==> config.mk <==
export PLATFORM = sky130hd
export DESIGN_NAME = sprite_position_ctrl_flat
export DESIGN_NICKNAME = d
export VERILOG_FILES = /design/src/rtl/sprite_position_ctrl_if.sv /design/src/rtl/sprite_position_ctrl.sv /design/src/flat_wrapper.sv
export SDC_FILE = /design/constraint.sdc
export NUM_CORES = 1
export LEC_CHECK = 0
export CAP_MARGIN = 10
export CORE_UTILIZATION = 50
export CTS_BUF_LIST = sky130_fd_sc_hd__clkbuf_8
export CTS_CLUSTER_SIZE = 14
export DETAILED_ROUTE_END_ITERATION = 10
export MAX_ROUTING_LAYER = met4
export PLACE_DENSITY_LB_ADDON = 0.2
export SYNTH_ARGS = -nofsm -noshare
export SYNTH_HDL_FRONTEND = slang
export SYNTH_SLANG_ARGS = --single-unit
==> constraint.sdc <==
create_clock -name clk -period 9 [get_ports clk]
set_input_delay 0.9 -clock clk [delete_from_list [all_inputs] [get_ports clk]]
set_output_delay 0.9 -clock clk [all_outputs]
set_load 0.02 [all_outputs]
==> src/rtl/sprite_position_ctrl_if.sv <==
// Button, VGA-counter and sprite-position signals shared between the board glue and
// the sprite position controller.
interface sprite_position_ctrl_if;
    logic       btn_izq;
    logic       btn_der;
    logic       btn_arr;
    logic       btn_aba;
    logic       btn_sel;
    logic [9:0] cuentaX;
    logic [9:0] cuentaY;
    logic [9:0] posX;
    logic [9:0] posY;
    logic [1:0] contador_seleccionador;

    modport master (
        output btn_izq, btn_der, btn_arr, btn_aba, btn_sel, cuentaX, cuentaY,
        input  posX, posY, contador_seleccionador
    );

    modport slave (
        input  btn_izq, btn_der, btn_arr, btn_aba, btn_sel, cuentaX, cuentaY,
        output posX, posY, contador_seleccionador
    );
endinterface

==> src/rtl/sprite_position_ctrl.sv <==
// Debounced push-buttons move the sprite once per frame during vertical blanking and
// step the sprite selector none -> sprite1 -> sprite2 -> none on each select press.
module sprite_position_ctrl #(
    parameter int unsigned SCREEN_W        = 640,
    parameter int unsigned SCREEN_H        = 480,
    parameter int unsigned SPRITE_W        = 64,
    parameter int unsigned SPRITE_H        = 64,
    parameter int unsigned STEP            = 4,
    parameter int unsigned X_INIT          = 288,
    parameter int unsigned Y_INIT          = 208,
    parameter int unsigned DEBOUNCE_CYCLES = 500000
) (
    input logic                   clk,
    input logic                   rst_n,
    sprite_position_ctrl_if.slave bus
);

    localparam int unsigned NumKeys = 5;
    localparam int unsigned KIzq    = 0;
    localparam int unsigned KDer    = 1;
    localparam int unsigned KArr    = 2;
    localparam int unsigned KAba    = 3;
    localparam int unsigned KSel    = 4;
    localparam int unsigned CntW    = (DEBOUNCE_CYCLES > 1) ? $clog2(DEBOUNCE_CYCLES) : 1;

    localparam logic [CntW-1:0] CntMax = CntW'(DEBOUNCE_CYCLES - 1);
    localparam logic [10:0]     XMax   = 11'(SCREEN_W - SPRITE_W);
    localparam logic [10:0]     YMax   = 11'(SCREEN_H - SPRITE_H);
    localparam logic [10:0]     Step11 = 11'(STEP);

    typedef enum logic [1:0] {
        SelNone = 2'b00,
        SelS1   = 2'b01,
        SelS2   = 2'b10
    } sel_e;

    // Reset asserts asynchronously but releases only on a clock edge.
    logic [1:0] rst_sync_q, rst_sync_d;
    logic       rst_int_n;

    assign rst_sync_d = {rst_sync_q[0], 1'b1};
    assign rst_int_n  = rst_sync_q[1];

    always_ff @(posedge clk or negedge rst_n) begin
        if (!rst_n) begin
            rst_sync_q <= '0;
        end else begin
            rst_sync_q <= rst_sync_d;
        end
    end

    logic [NumKeys-1:0]           key_pressed;
    logic [NumKeys-1:0]           sync1_q, sync2_q;
    logic [NumKeys-1:0]           deb_q, deb_d;
    logic [NumKeys-1:0][CntW-1:0] cnt_q, cnt_d;
    logic                         tick_q, tick_d;
    logic [9:0]                   posx_q, posx_d, posy_q, posy_d;
    sel_e                         sel_q, sel_d;

    assign key_pressed = ~{bus.btn_sel, bus.btn_aba, bus.btn_arr, bus.btn_der, bus.btn_izq};

    always_comb begin
        deb_d = deb_q;
        cnt_d = '0;
        for (int k = 0; k < NumKeys; k++) begin
            if (sync2_q[k] != deb_q[k]) begin
                if (cnt_q[k] == CntMax) begin
                    deb_d[k] = sync2_q[k];
                end else begin
                    cnt_d[k] = cnt_q[k] + CntW'(1);
                end
            end
        end
    end

    assign tick_d = (bus.cuentaX == 10'd0) && (bus.cuentaY == 10'(SCREEN_H));

    // 11-bit arithmetic: bit 10 of the decrement flags underflow below zero.
    logic [10:0] x_dec, x_inc, y_dec, y_inc;

    assign x_dec = {1'b0, posx_q} - Step11;
    assign x_inc = {1'b0, posx_q} + Step11;
    assign y_dec = {1'b0, posy_q} - Step11;
    assign y_inc = {1'b0, posy_q} + Step11;

    always_comb begin
        posx_d = posx_q;
        posy_d = posy_q;
        if (tick_q) begin
            if (deb_q[KIzq] && !deb_q[KDer]) begin
                posx_d = x_dec[10] ? 10'd0 : x_dec[9:0];
            end else if (deb_q[KDer] && !deb_q[KIzq]) begin
                posx_d = (x_inc > XMax) ? XMax[9:0] : x_inc[9:0];
            end
            if (deb_q[KArr] && !deb_q[KAba]) begin
                posy_d = y_dec[10] ? 10'd0 : y_dec[9:0];
            end else if (deb_q[KAba] && !deb_q[KArr]) begin
                posy_d = (y_inc > YMax) ? YMax[9:0] : y_inc[9:0];
            end
        end
    end

    logic sel_press;

    assign sel_press = deb_d[KSel] && !deb_q[KSel];

    always_comb begin
        sel_d = sel_q;
        if (sel_press) begin
            case (sel_q)
                SelNone: sel_d = SelS1;
                SelS1:   sel_d = SelS2;
                default: sel_d = SelNone;
            endcase
        end
    end

    always_ff @(posedge clk or negedge rst_int_n) begin
        if (!rst_int_n) begin
            sync1_q <= '0;
            sync2_q <= '0;
            deb_q   <= '0;
            cnt_q   <= '0;
            tick_q  <= 1'b0;
            posx_q  <= 10'(X_INIT);
            posy_q  <= 10'(Y_INIT);
            sel_q   <= SelNone;
        end else begin
            sync1_q <= key_pressed;
            sync2_q <= sync1_q;
            deb_q   <= deb_d;
            cnt_q   <= cnt_d;
            tick_q  <= tick_d;
            posx_q  <= posx_d;
            posy_q  <= posy_d;
            sel_q   <= sel_d;
        end
    end

    assign bus.posX                   = posx_q;
    assign bus.posY                   = posy_q;
    assign bus.contador_seleccionador = sel_q;

endmodule

==> src/flat_wrapper.sv <==
// flat-port wrapper written by rule: the top's interface ports become plain ports
module sprite_position_ctrl_flat 
#(
    parameter int unsigned SCREEN_W        = 640,
    parameter int unsigned SCREEN_H        = 480,
    parameter int unsigned SPRITE_W        = 64,
    parameter int unsigned SPRITE_H        = 64,
    parameter int unsigned STEP            = 4,
    parameter int unsigned X_INIT          = 288,
    parameter int unsigned Y_INIT          = 208,
    parameter int unsigned DEBOUNCE_CYCLES = 500000
)
  (clk, rst_n, bus_btn_izq, bus_btn_der, bus_btn_arr, bus_btn_aba, bus_btn_sel, bus_cuentaX, bus_cuentaY, bus_posX, bus_posY, bus_contador_seleccionador);
  sprite_position_ctrl_if bus_i ();
  input logic clk;
  input logic rst_n;
  input wire logic [$bits(bus_i.btn_izq)-1:0] bus_btn_izq;
  input wire logic [$bits(bus_i.btn_der)-1:0] bus_btn_der;
  input wire logic [$bits(bus_i.btn_arr)-1:0] bus_btn_arr;
  input wire logic [$bits(bus_i.btn_aba)-1:0] bus_btn_aba;
  input wire logic [$bits(bus_i.btn_sel)-1:0] bus_btn_sel;
  input wire logic [$bits(bus_i.cuentaX)-1:0] bus_cuentaX;
  input wire logic [$bits(bus_i.cuentaY)-1:0] bus_cuentaY;
  output wire logic [$bits(bus_i.posX)-1:0] bus_posX;
  output wire logic [$bits(bus_i.posY)-1:0] bus_posY;
  output wire logic [$bits(bus_i.contador_seleccionador)-1:0] bus_contador_seleccionador;
  assign bus_i.btn_izq = bus_btn_izq;
  assign bus_i.btn_der = bus_btn_der;
  assign bus_i.btn_arr = bus_btn_arr;
  assign bus_i.btn_aba = bus_btn_aba;
  assign bus_i.btn_sel = bus_btn_sel;
  assign bus_i.cuentaX = bus_cuentaX;
  assign bus_i.cuentaY = bus_cuentaY;
  assign bus_posX = bus_i.posX;
  assign bus_posY = bus_i.posY;
  assign bus_contador_seleccionador = bus_i.contador_seleccionador;
  sprite_position_ctrl #(.SCREEN_W(SCREEN_W), .SCREEN_H(SCREEN_H), .SPRITE_W(SPRITE_W), .SPRITE_H(SPRITE_H), .STEP(STEP), .X_INIT(X_INIT), .Y_INIT(Y_INIT), .DEBOUNCE_CYCLES(DEBOUNCE_CYCLES)) u_core (.clk(clk), .rst_n(rst_n), .bus(bus_i));
endmodule
* Word level (Yosys, flattened, before mapping)
Index checks and enable logic that the tools add are counted.
** Word-level totals
- Bits in registers :: 135
- Bits of input ports :: 27
- Output and inout bits :: 22
** Cells by class
- Add/sub/neg operators :: 9
- $lt $le $gt $ge :: 2
- Equality and inequality tests :: 12
- Muxes and demuxes :: 21
- Bitwise operators :: 1
- Reductions and logical operators :: 21
** Operators by type and width (number)
- 19-bit two-way mux :: 10
- 19-bit by 1-bit adder with 19-bit output, second input constant :: 5
- 19-bit equality test, second input constant :: 5
- 10-bit two-way mux :: 8
- 10-bit by 3-bit adder with 11-bit output, second input constant :: 2
- 10-bit by 3-bit subtractor with 11-bit output, second input constant :: 2
- 2-bit AND reduction :: 6
- 11-bit by 10-bit greater-than comparator with 1-bit output, second input constant :: 1
- 11-bit by 9-bit greater-than comparator with 1-bit output, second input constant :: 1
- 10-bit by 9-bit equality test with 1-bit output, second input constant :: 1
- 10-bit zero test :: 1
- 1-bit logical AND :: 6
- 1-bit zero test :: 5
- 1-bit inequality test :: 5
- 5-bit NOT :: 1
- 2-bit one-hot mux with 2 select lines :: 1
- 2-bit nonzero test :: 2
- 2-bit by 1-bit equality test with 1-bit output, second input constant :: 1
- 2-bit zero test :: 1
- 1-bit two-way mux :: 2

* Depth between registers and ports, before layout
Gate-level depths: netlist of run 1.
- Depth in word-level cells :: 5
- Depth in mapped cells :: 9
- Depth with buffers taken out :: 8

* Worst setup path before layout of run 1
No wires, ideal clock.
- Path kind :: reg2reg
- Start :: reg u_core.posy_q[3] (netlist: u_core.bus.posY[3])
- End :: reg u_core.posy_q[2] (netlist: u_core.bus.posY[2])
- Setup time :: 86 ps
- Arrival :: 2102 ps
- Data required time :: 8914 ps
- Slack :: 6812 ps
- Stages on the path, launching flop included :: 9
- Cell sequence :: dfrtp_1 ha_1 buf_2 a21o_1 nand2_1 a311o_1 or2_0 or4_1 a32oi_1
** Between the ends
- Longest elaborated chain between the ends :: 5
- Elaborated cells between the ends (all ways) :: 7
- Those cells by class :: 2 x add/sub; 1 x order compare; 4 x mux
** RTL lines
- start, declared :: RTL line sprite_position_ctrl.sv:57 : logic [9:0] posx_q, posx_d, posy_q, posy_d;
- start signal, assigned :: RTL line sprite_position_ctrl.sv:126 : posy_q <= 10'(Y_INIT);
- start signal, assigned :: RTL line sprite_position_ctrl.sv:135 : posy_q <= posy_d;
- 10-bit by 3-bit adder with 11-bit output :: RTL line sprite_position_ctrl.sv:84 : assign y_inc = {1'b0, posy_q} + Step11;
- 11-bit by 9-bit greater-than comparator with 1-bit output :: RTL line sprite_position_ctrl.sv:98 : posy_d = (y_inc > YMax) ? YMax[9:0] : y_inc[9:0];
- 10-bit two-way mux :: RTL line sprite_position_ctrl.sv:98
- 10-bit two-way mux :: RTL line sprite_position_ctrl.sv:97 : end else if (deb_q[KAba] && !deb_q[KArr]) begin
- 10-bit two-way mux * :: RTL line sprite_position_ctrl.sv:95 : if (deb_q[KArr] && !deb_q[KAba]) begin
Mark *: on every way between the ends. The rest lies on a longest branch, timed or not. The select of a mux whose other input is x is not followed.
A chain may end at the register's enable or synchronous reset.

* Final worst setup path of run 1
- Start :: reg u_core.posy_q[6] (netlist: u_core.bus.posY[6])
- End :: out bus_posY[6]
** RTL lines
- end, declared :: RTL line flat_wrapper.sv:25 : output wire logic [$bits(bus_i.posY)-1:0] bus_posY;
No word-level cell between the ends.

==> metrics.md, run 1 <==
| Metric | Value |
|---|---|
| Nets@finish | `820` |
| Distinct cells, synth | `60` |
| Via count | `5235` |
| Utilization after layout | `57.8%` |
| Rel. slew slack | `29.0%` |
| DRT iter0 DRCs | `320` |
| Post-CTS sizing | `0` |
| Mean Syn Cell Area | `9.08 um^2` |
| Maximum VDD drop | `0.0979 mV` |
| Final Setup Violations | `0` |
| Share of power burned in the clock network | `41.9%` |
| Reg2Reg Launch Point | `u_core.bus.posX[2]` |
| Ys Warns | `0` |
| Antenna diode count | `0` |
| CP Cell Sequence | `clkdlybuf4s50_1` |
| Area growth syn-to-layout | `13.0%` |
| Crit path launch type | `register` |
| CP Buf/Inv Count | `1` |
| Row count | `42` |
| DP HPWL | `8.86 mm` |
| CTS root buf | `clkbuf_8` |
| # IOs | `49` |
| Clock Latency Late Sink | `0.44 ns` |
| Fill count | `1216` |
| Post-CTS Setup Inserts | `0` |
| Chip width | `118 um` |
| Vias in the first global route | `5043` |
| Leading cell type in the layout, fill and taps excluded | `nor2_1` |
| Outcome | `finished clean` |
| Total GRT Usage | `20.7%` |
| MaxCap Viol Count | `0` |
| Tightest Pin Transition | `1.06 ns` |
| Fmax achieved | `380 MHz` |
| Reg power frac | `54.5%` |
| P_sw | `0.253 mW` |
| Sequential element share of the synthesized area | `48.5%` |
| Ys flop type | `dfrtp_1` |
| Final period util | `29.2%` |
| Initial antenna violation count | `0` |
| Total CTS buffers | `17` |
| Cell-internal power | `0.861 mW` |
| Static Leak | `3.08 nW` |
| Fin Setup TNS | `0 ns` |
| Clk_skew | `0.0153 ns` |
| Largest net degree at the start of global routing | `85` |
| Global route total overflow | `0` |
| Wire per inst | `13.4 um` |
| Bufs on Longest Clock Path | `2` |
| Die Ht | `118 um` |
| Slew Viols, Final | `0` |
| Worst Hold Class | `register to async pin` |
| R2R Setup Slk | `6.61 ns` |
| CP required | `8.10 ns` |
| Final Hold Viols | `0` |
| Die area | `0.0140 mm^2` |
| Sw frac | `22.7%` |
| Combinational share of power | `3.5%` |
| R2R depth | `6` |
| Power, Total | `1.11 mW` |
| Reg2reg end | `u_core.bus.posX[4]` |
| Async SR Flop Fraction | `100%` |
| Core ar. | `0.0132 mm^2` |
| First-pass GRT wire length | `22.9 mm` |
| PwrDens | `146 mW/mm^2` |
| Mapped Cells | `746` |
| Most frequent cells in the layout | `nor2_1, dfrtp_1, nand2_1, clkdlybuf4s50_1, xor2_1` |
| Clock transition at the registers of the reported paths | `0.08 ns` |
| Port bufs | `44` |
| Worst setup EP type | `primary output` |
| Unrepaired setup endpoints after global routing | `false` |
| Initial core utilization | `51.2%` |
| Largest stage delay, worst path | `0.65 ns` |
| H-tree levels | `4` |
| Num Clock Sinks | `131` |
| Vias/cell | `5.40` |
| EDFF count, synth | `0` |
| #FFs+latches synth | `131` |
| DRC violations left | `0` |
| Share of cells above drive strength 1 | `5.29%` |
| CP Max Fanout | `12` |
| Slowest CP cell | `dfstp_2` |
| Crit path kind | `register to primary output` |
| Post-Syn Area | `0.00678 mm^2` |
| Routed Wire Length | `13.0 mm` |
| Post-CTS Hold Fix Bufs | `0` |
| Minimum clock period | `2.63 ns` |
| CTS tree | `built` |
| DRT Pass-1 Iters | `4` |
| Hold_ws | `0.334 ns` |
| CP delay by family, top | `flip-flops` |
| Crit path DAT | `1.73 ns` |
| Final RePlAce weighted congestion | `0.857` |
| Antenna viol nets, final | `0` |
-- cells by family (layout without fill, tap and decap cells) --
logic type               after synthesis  count (layout)  share of synthesized area [%]
multiplexers                           8               8                           1.27
flip-flops                           131             131                           48.5
other                                  2               5                          0.111
AO/OA/AOI/OAI                         86              86                           7.81
AND/OR/NAND/NOR                      368             368                           25.9
XOR/XNOR                              78              78                           10.1
buffers and inverters                 62             107                           4.30
adder cells (fa/ha/maj)               11              11                           2.03
-- layer usage --
layer / routed length, um / track usage [%] / vias up
met4: 117 / 6.88 / 0
li1: - / - / 2621
met3: 431 / 4.78 / 10
met1: 6230 / 26.8 / 2525
met2: 6190 / 32.4 / 79
met5: 0 / - / -
-- worst max-delay path by stage --
| stage | slack (ns) | cells after the start | startpoint | endpoint |
|---|---|---|---|---|
| final | 6.37 | 1 | u_core.bus.posY[6] | bus_posY[6] |
| after global routing | 6.30 | 1 | u_core.bus.posY[4] | bus_posY[4] |
| after global placement | 6.67 | 6 | u_core.bus.posX[2] | u_core.bus.posX[8] |
| after detailed placement | 6.62 | 6 | u_core.bus.posX[2] | u_core.bus.posX[4] |
| after CTS | 6.33 | 1 | u_core.bus.posY[6] | bus_posY[6] |
| after floorplan | 5.09 | 0 | u_core.rst_sync_q[1] | u_core.bus.contador_seleccionador[0] |
-- stage by stage --
step	cell area, um^2	std cells	setup slack [ns]
2_1_floorplan	6790	749	5.09
3_3_place_gp	7280	939	6.67
3_5_place_dp	7280	939	6.62
4_1_cts	7660	970	6.33
5_1_grt	7660	970	6.30
6_report	7660	970	6.37
-- synth_stat cells (15+ instances only) --
master	count	area, um^2
nor3_1	16	80.1
or3_1	15	93.8
xor2_1	43	377
inv_1	31	116
xnor2_1	35	307
a21oi_1	22	110
dfrtp_1	126	3150
nand2_1	75	282
nor4_1	15	93.8
nor2_1	133	499
nand4_1	28	175
nand3_1	40	200
o21ai_0	30	150
-- flip-flops by register name, summed over array words and instances, names as in the netlist --
register / flops
u_core.sync2_q: 5
u_core.tick_q: 1
u_core.bus.contador_seleccionador: 2
u_core.cnt_q: 95
u_core.sync1_q: 5
u_core.bus.posX: 8
u_core.deb_q: 5
u_core.bus.posY: 8
u_core.rst_sync_q: 2
-- power groups by stage --
stage / Sequential (mW) / Clock [mW] / Combinational [mW]
floorplan: 0.622 / 0 / 0.0204
global placement: 0.618 / 0 / 0.0391
detailed placement: 0.619 / 0 / 0.0407
CTS: 0.608 / 0.483 / 0.0407
global route: 0.610 / 0.512 / 0.0455
finish: 0.608 / 0.467 / 0.0395
-- area by class of cell --
cell class,count,area (um^2),area share [%]
timing repair buffer,45,448,5.85
multi-input combinational,556,3210,42.0
clock buffer,18,248,3.24
sequential,131,3290,42.9
inverter,31,116,1.52
clock inverter,13,124,1.62
tap,176,220,2.88
Power figures use the tool's default switching activity.
==> run 2, diff against run 1 <==
- clock period: 9 -> 2.32 ns (I/O delays scaled with it)
==> run 2 against run 1 <==
Net effect:
- combinational power rose to 4.3 times the previous value
- die area stayed put
- total power grew to 3.8 times the previous value
- via count up 1.6%
- sequential cell count did not move
- critical path depth is 6 higher
- worst setup slack worse by 6.2 ns
- sequential power grew to 3.9 times the previous value
- design area is 1.9% higher
- wire length up 1.8%
- clock-buffer cell count up 7
- clock skew is 0.0092 ns lower
==> metrics.md, run 2 (synthesized netlist as in run 1, its figures left out) <==
| Metric | Value |
|---|---|
| MaxCap Viol Count | `0 (unchanged)` |
| Initial core utilization | `51.2% (unchanged)` |
| Largest Register | `u_core.cnt_q (unchanged)` |
| CTS tree | `built (unchanged)` |
| Setup ws final | `0.210 ns (was 6.37 ns)` |
| DRT Pass-1 Iters | `4 (unchanged)` |
| Post-Layout Cell Count | `986 (was 970)` |
| Clock Latency Late Sink | `0.43 ns (was 0.44 ns)` |
| Post-CTS sizing | `0 (unchanged)` |
| Final Hold Viols | `0 (unchanged)` |
| Nets@finish | `835 (was 820)` |
| PwrDens | `549 mW/mm^2 (was 146 mW/mm^2)` |
| Crit path kind | `register to register (was register to primary output)` |
| CP delay by family, top | `flip-flops (unchanged)` |
| Crit path launch type | `register (unchanged)` |
| Initial antenna violation count | `0 (unchanged)` |
| Routed Wire Length | `13.2 mm (was 13.0 mm)` |
| Design area | `0.00780 mm^2 (was 0.00766 mm^2)` |
| Static Leak | `3.18 nW (was 3.08 nW)` |
| Max reg flops | `95 (unchanged)` |
| Worst Hold Class | `primary input to register (was register to async pin)` |
| Hold Path Depth | `2` |
| Largest net degree at the start of global routing | `43 (was 85)` |
| DRT iter0 DRCs | `425 (was 320)` |
| Combinational share of power | `4.0% (was 3.5%)` |
| Core ar. | `0.0132 mm^2 (unchanged)` |
| Wire per inst | `13.4 um (about the same)` |
| Area growth syn-to-layout | `15.1% (was 13.0%)` |
| Cell-internal power | `3.34 mW (was 0.861 mW)` |
| Clock transition at the registers of the reported paths | `0.07 ns (was 0.08 ns)` |
| Clk_skew | `0.00616 ns (was 0.0153 ns)` |
| Via count | `5320 (was 5235)` |
| Bufs on Longest Clock Path | `2 (unchanged)` |
| Reg2reg end | `u_core.bus.posX[3] (was u_core.bus.posX[4])` |
| Global route total overflow | `0 (unchanged)` |
| Hold_ws | `0.268 ns (was 0.334 ns)` |
| Chip width | `118 um (unchanged)` |
| Share of cells above drive strength 1 | `7.16% (was 5.29%)` |
| Final RePlAce weighted congestion | `0.909 (was 0.857)` |
| WHS Endpoint | `u_core.sync1_q[0]` |
| Fill count | `1156 (was 1216)` |
| R2R depth | `7 (was 6)` |
| Fin Setup TNS | `0 ns (unchanged)` |
| CP required | `2.67 ns (was 8.10 ns)` |
| Final period util | `90.9%` |
| First-pass GRT wire length | `23.3 mm (was 22.9 mm)` |
| Most used cell, CP | `a21oi_1` |
| Row count | `42 (unchanged)` |
| Worst hold start | `bus_btn_izq` |
| H-tree levels | `4 (unchanged)` |
| P_sw | `0.938 mW (was 0.253 mW)` |
| Outcome | `finished clean (unchanged)` |
| DP HPWL | `9.12 mm (was 8.86 mm)` |
| Slowest CP cell | `dfrtp_1 (was dfstp_2)` |
| Vias/cell | `5.40 (about the same)` |
| Final Setup Violations | `0 (unchanged)` |
| Largest stage delay, worst path | `0.45 ns (was 0.65 ns)` |
| Crit path DAT | `2.46 ns (was 1.73 ns)` |
| CTS root buf | `clkbuf_8 (unchanged)` |
| # IOs | `49 (unchanged)` |
| Total CTS buffers | `17 (unchanged)` |
| Leading cell type in the layout, fill and taps excluded | `nor2_1 (unchanged)` |
| # placed instances | `953 (was 939)` |
| Area after DPL | `0.00741 mm^2 (was 0.00728 mm^2)` |
| Setup WS pre-CTS | `0.257 ns (was 6.62 ns)` |
| Most frequent cells in the layout | `nor2_1, dfrtp_1, nand2_1, clkdlybuf4s50_1, xor2_1 (unchanged)` |
| Slew Viols, Final | `0 (unchanged)` |
| Total GRT Usage | `21.0% (was 20.7%)` |
| Die Ht | `118 um (unchanged)` |
| Vias in the first global route | `5264 (was 5043)` |
| Unrepaired setup endpoints after global routing | `false (unchanged)` |
| Worst setup EP type | `register (was primary output)` |
| Reg power frac | `55.0% (was 54.5%)` |
| R2R Setup Slk | `0.21 ns (was 6.61 ns)` |
| CP Cell Sequence | `ha_1 -> nor4_1 -> mux2_2 -> a21oi_1 -> buf_4 -> a211oi_1 -> a21oi_1 (was clkdlybuf4s50_1)` |
| Sw frac | `21.9% (was 22.7%)` |
| Antenna diode count | `0 (unchanged)` |
| Tightest Pin Transition | `0.567 ns (was 1.06 ns)` |
| Maximum VDD drop | `0.444 mV (was 0.0979 mV)` |
| Port bufs | `44 (unchanged)` |
| Antenna viol nets, final | `0 (unchanged)` |
| Rel. slew slack | `62.2% (was 29.0%)` |
| DRC violations left | `0 (unchanged)` |
| Reg2Reg Launch Point | `u_core.bus.posX[2] (unchanged)` |
| Die area | `0.0140 mm^2 (unchanged)` |
| Share of power burned in the clock network | `41.0% (was 41.9%)` |
| CP Buf/Inv Count | `1 (unchanged)` |
| Fmax achieved | `474 MHz` |
| Num Clock Sinks | `131 (unchanged)` |
| Minimum clock period | `2.11 ns` |
| CP Max Fanout | `8 (was 12)` |
==> run 2: routing by layer <==
metal  up-vias  GRT usage [%]  part of all wire, %
met5         -              -                    0
met4         0           7.28                  1.1
met3        10           4.73                  3.0
met2        84           33.8                   50
met1      2582           26.2                   46
li1       2644              -                    -
==> run 2: final cells by class <==
| type | instances | area, um^2 | share of cell area [%] |
|---|---|---|---|
| clock buffer | 25 | 344 | 4.41 |
| clock inverter | 7 | 30.0 | 0.385 |
| inverter | 31 | 116 | 1.49 |
| multi-input combinational | 556 | 3210 | 41.2 |
| sequential | 131 | 3290 | 42.2 |
| tap | 176 | 220 | 2.82 |
| timing repair buffer | 60 | 588 | 7.54 |
==> run 2: through the flow <==
step | power (mW) | util, %
after floorplan | 2.49 | -
after global placement | 2.57 | 56.0
after detailed placement | 2.57 | 56.0
after CTS | 4.35 | 58.9
after global routing | 4.48 | 58.9
final | 4.28 | 58.9
==> run 2: timing repair <==
action	4_1_cts	5_1_grt
hold endpoints to repair	2	0
setup buffers	0	0
hold buffers	1	0
endpoints found under the setup margin	0	0
==> run 2: how the worst max path moves through the flow <==
stage,startpoint,to,slack (ns),depth (start not counted)
2_1_floorplan,u_core.bus.posY[3],u_core.bus.posY[2],0.13,8
3_3_place_gp,u_core.bus.posX[2],u_core.bus.posX[8],0.30,7
3_5_place_dp,u_core.bus.posX[2],u_core.bus.posX[3],0.26,7
4_1_cts,u_core.bus.posX[2],u_core.bus.posX[3],0.21,7
5_1_grt,u_core.bus.posY[3],u_core.bus.posY[2],0.08,7
6_report,u_core.bus.posX[2],u_core.bus.posX[3],0.21,7
==> run 2: power by group through the flow <==
stage                     Sequential, mW  Combinational, mW  Clock, mW
final                               2.36              0.169       1.76
after global routing                2.36              0.194       1.93
after CTS                           2.36              0.175       1.82
after detailed placement            2.40              0.172          0
after global placement              2.40              0.168          0
after floorplan                     2.41             0.0790          0
==> run 3, diff against run 2 <==
- CORE_UTILIZATION: 50 -> 55
- SKIP_LAST_GASP: unset -> 1
==> run 3 against run 2 <==
Net effect:
- clock skew increased by 0.0030 ns
- clock-buffer cell count decreased by 5
- wire length decreased by 0.74%
- critical path depth unchanged
- sequential share of layout area increased by 0.23 points
- sequential cell count unchanged
- critical endpoint is now u_core.bus.posX[8]
- highest routed layer unchanged
==> metrics.md, run 3 (synthesized netlist as in run 1, its figures left out) <==
| Metric | Value |
|---|---|
| Crit path launch type | `register (unchanged)` |
| Clock Latency Late Sink | `0.45 ns (was 0.43 ns)` |
| DRC violations left | `0 (unchanged)` |
| Setup WS pre-CTS | `0.238 ns (was 0.257 ns)` |
| Reg2reg end | `u_core.bus.posX[8] (was u_core.bus.posX[3])` |
| Unrepaired setup endpoints after global routing | `false (unchanged)` |
| Initial antenna violation count | `0 (unchanged)` |
| Largest stage delay, worst path | `0.46 ns (was 0.45 ns)` |
| Max reg flops | `95 (unchanged)` |
| CTS root buf | `clkbuf_8 (unchanged)` |
| GRT met2 Usage | `38.0% (was 33.8%)` |
| Final period util | `90.5% (was 90.9%)` |
| Setup ws final | `0.221 ns (was 0.210 ns)` |
| Routed Wire Length | `13.1 mm (was 13.2 mm)` |
| Crit path DAT | `2.46 ns (about the same)` |
| Worst setup EP type | `register (unchanged)` |
| Final RePlAce weighted congestion | `0.871 (was 0.909)` |
| DRT Pass-1 Iters | `4 (unchanged)` |
| Clk_skew | `0.00913 ns (was 0.00616 ns)` |
| CP delay by family, top | `flip-flops (unchanged)` |
| Utilization after layout | `64.6% (was 58.9%)` |
| Via count | `5280 (was 5320)` |
| Num Clock Sinks | `131 (unchanged)` |
| Minimum clock period | `2.10 ns (was 2.11 ns)` |
| Most frequent cells in the layout | `nor2_1, dfrtp_1, nand2_1, clkdlybuf4s50_1, xor2_1 (unchanged)` |
| Post-Layout Cell Count | `957 (was 986)` |
| Fmax achieved | `476 MHz (was 474 MHz)` |
| CP Max Fanout | `8 (unchanged)` |
| Hold Path Depth | `2 (unchanged)` |
| CTS tree | `built (unchanged)` |
| Global route total overflow | `0 (unchanged)` |
| PwrDens | `554 mW/mm^2 (was 549 mW/mm^2)` |
| WHS Endpoint | `u_core.sync1_q[1] (was u_core.sync1_q[0])` |
| Vias/cell | `5.52 (was 5.40)` |
| Worst Hold Class | `primary input to register (unchanged)` |
| R2R Setup Slk | `0.22 ns (was 0.21 ns)` |
| Port bufs | `44 (unchanged)` |
| DRT iter0 DRCs | `434 (was 425)` |
| Antenna diode count | `0 (unchanged)` |
| Power, Total | `4.30 mW (was 4.28 mW)` |
| Initial core utilization | `56.4% (was 51.2%)` |
| Static Leak | `3.17 nW (was 3.18 nW)` |
| Antenna viol nets, final | `0 (unchanged)` |
| Met1 track demand over resource | `29.1% (was 26.2%)` |
| Clock transition at the registers of the reported paths | `0.07 ns (about the same)` |
| Row count | `40 (was 42)` |
| CP required | `2.68 ns (was 2.67 ns)` |
| Final Hold Viols | `0 (unchanged)` |
| CP Cell Sequence | `ha_1 -> nor4_1 -> mux2_2 -> a21oi_1 -> buf_4 -> a21oi_1 -> o21ai_0 (was ha_1 -> nor4_1 -> mux2_2 -> a21oi_1 -> buf_4 -> a211oi_1 -> a21oi_1)` |
| Global route hottest layer | `met2 (unchanged)` |
| Slowest CP cell | `dfrtp_1 (unchanged)` |
| Slew Viols, Final | `0 (unchanged)` |
| H-tree levels | `4 (unchanged)` |
| Total CTS buffers | `17 (unchanged)` |
| Die Ht | `113 um (was 118 um)` |
| Crit path kind | `register to register (unchanged)` |
| Die area | `0.0128 mm^2 (was 0.0140 mm^2)` |
| Largest Register | `u_core.cnt_q (unchanged)` |
| Wire per inst | `13.7 um (was 13.4 um)` |
| Worst hold start | `bus_btn_der (was bus_btn_izq)` |
| Outcome | `finished clean (unchanged)` |
| Final Setup Violations | `0 (unchanged)` |
| DP HPWL | `9.12 mm (about the same)` |
| Area growth syn-to-layout | `14.5% (was 15.1%)` |
| Maximum VDD drop | `0.420 mV (was 0.444 mV)` |
| Most used cell, CP | `a21oi_1 (unchanged)` |
| Tightest Pin Transition | `0.633 ns (was 0.567 ns)` |
| Bufs on Longest Clock Path | `2 (unchanged)` |
| # placed instances | `924 (was 953)` |
| First-pass GRT wire length | `23.2 mm (was 23.3 mm)` |
| MaxCap Viol Count | `0 (unchanged)` |
| Nets@finish | `835 (unchanged)` |
| Rel. slew slack | `57.8% (was 62.2%)` |
| M3 GR Usage | `5.03% (was 4.73%)` |
| Core ar. | `0.0120 mm^2 (was 0.0132 mm^2)` |
| Largest net degree at the start of global routing | `48 (was 43)` |
| R2R depth | `7 (unchanged)` |
| Share of cells above drive strength 1 | `7.16% (unchanged)` |
| Vias in the first global route | `5160 (was 5264)` |
| Total GRT Usage | `23.5% (was 21.0%)` |
| CP Buf/Inv Count | `1 (unchanged)` |
| # IOs | `49 (unchanged)` |
| Leading cell type in the layout, fill and taps excluded | `nor2_1 (unchanged)` |
| Reg2Reg Launch Point | `u_core.bus.posX[2] (unchanged)` |
| Chip width | `113 um (was 118 um)` |
| Fin Setup TNS | `0 ns (unchanged)` |
## run 3: cell types whose count changed in the layout (fill, tap and decap cells not counted)
cell | previous run | this run
clkinv_4 | 0 | 2
clkinvlp_4 | 0 | 2
bufinv_16 | 0 | 1
clkbuf_8 | 25 | 20
## run 3: what timing repair did
action                                  in CTS  in global routing
endpoints found under the setup margin       0                  0
endpoints found under the hold margin        2                  0
buffers inserted                             0                  0
hold buffers                                 1                  0
gates resized for setup                      0                  0
## run 3: per-layer routing
layer / vias to the layer above / routed length (um)
met4: 0 / 99
li1: 2643 / -
met3: 9 / 435
met2: 90 / 6430
met1: 2538 / 6140
met5: - / 0
## run 3: how the worst max path moves through the flow
stage / startpoint / end / slack, ns / depth (start not counted)
after detailed placement: u_core.bus.posY[2] / u_core.bus.posY[2] / 0.24 / 7
final: u_core.bus.posX[2] / u_core.bus.posX[8] / 0.22 / 7
after floorplan: u_core.bus.posY[3] / u_core.bus.posY[2] / 0.13 / 8
after global placement: u_core.bus.posX[2] / u_core.bus.posX[8] / 0.31 / 7
after CTS: u_core.bus.posX[2] / u_core.bus.posX[8] / 0.21 / 7
after global routing: u_core.bus.posY[2] / u_core.bus.posY[2] / 0.03 / 7
## run 3: cell type report
| class | count | area, um^2 |
|---|---|---|
| fill | 1016 | 4260 |
| sequential | 131 | 3290 |
| multi-input combinational | 556 | 3210 |
| timing repair buffer | 60 | 588 |
| clock buffer | 20 | 275 |
| tap | 147 | 184 |
| inverter | 31 | 116 |
| clock inverter | 12 | 92.6 |
## run 3: stage by stage
| step | area, um^2 | hold slack, ns |
|---|---|---|
| after detailed placement | 7380 | 0.336 |
| after floorplan | 6790 | -0.0636 |
| final | 7760 | 0.256 |
| after global placement | 7380 | 0.333 |
| after global routing | 7760 | 0.241 |
| after CTS | 7760 | 0.226 |
## run 3: power breakdown
group,internal (mW),leakage [nW],switching (mW)
clock network,0.912,0.199,0.861
registers,2.32,1.76,0.0430
logic,0.0801,1.21,0.0884
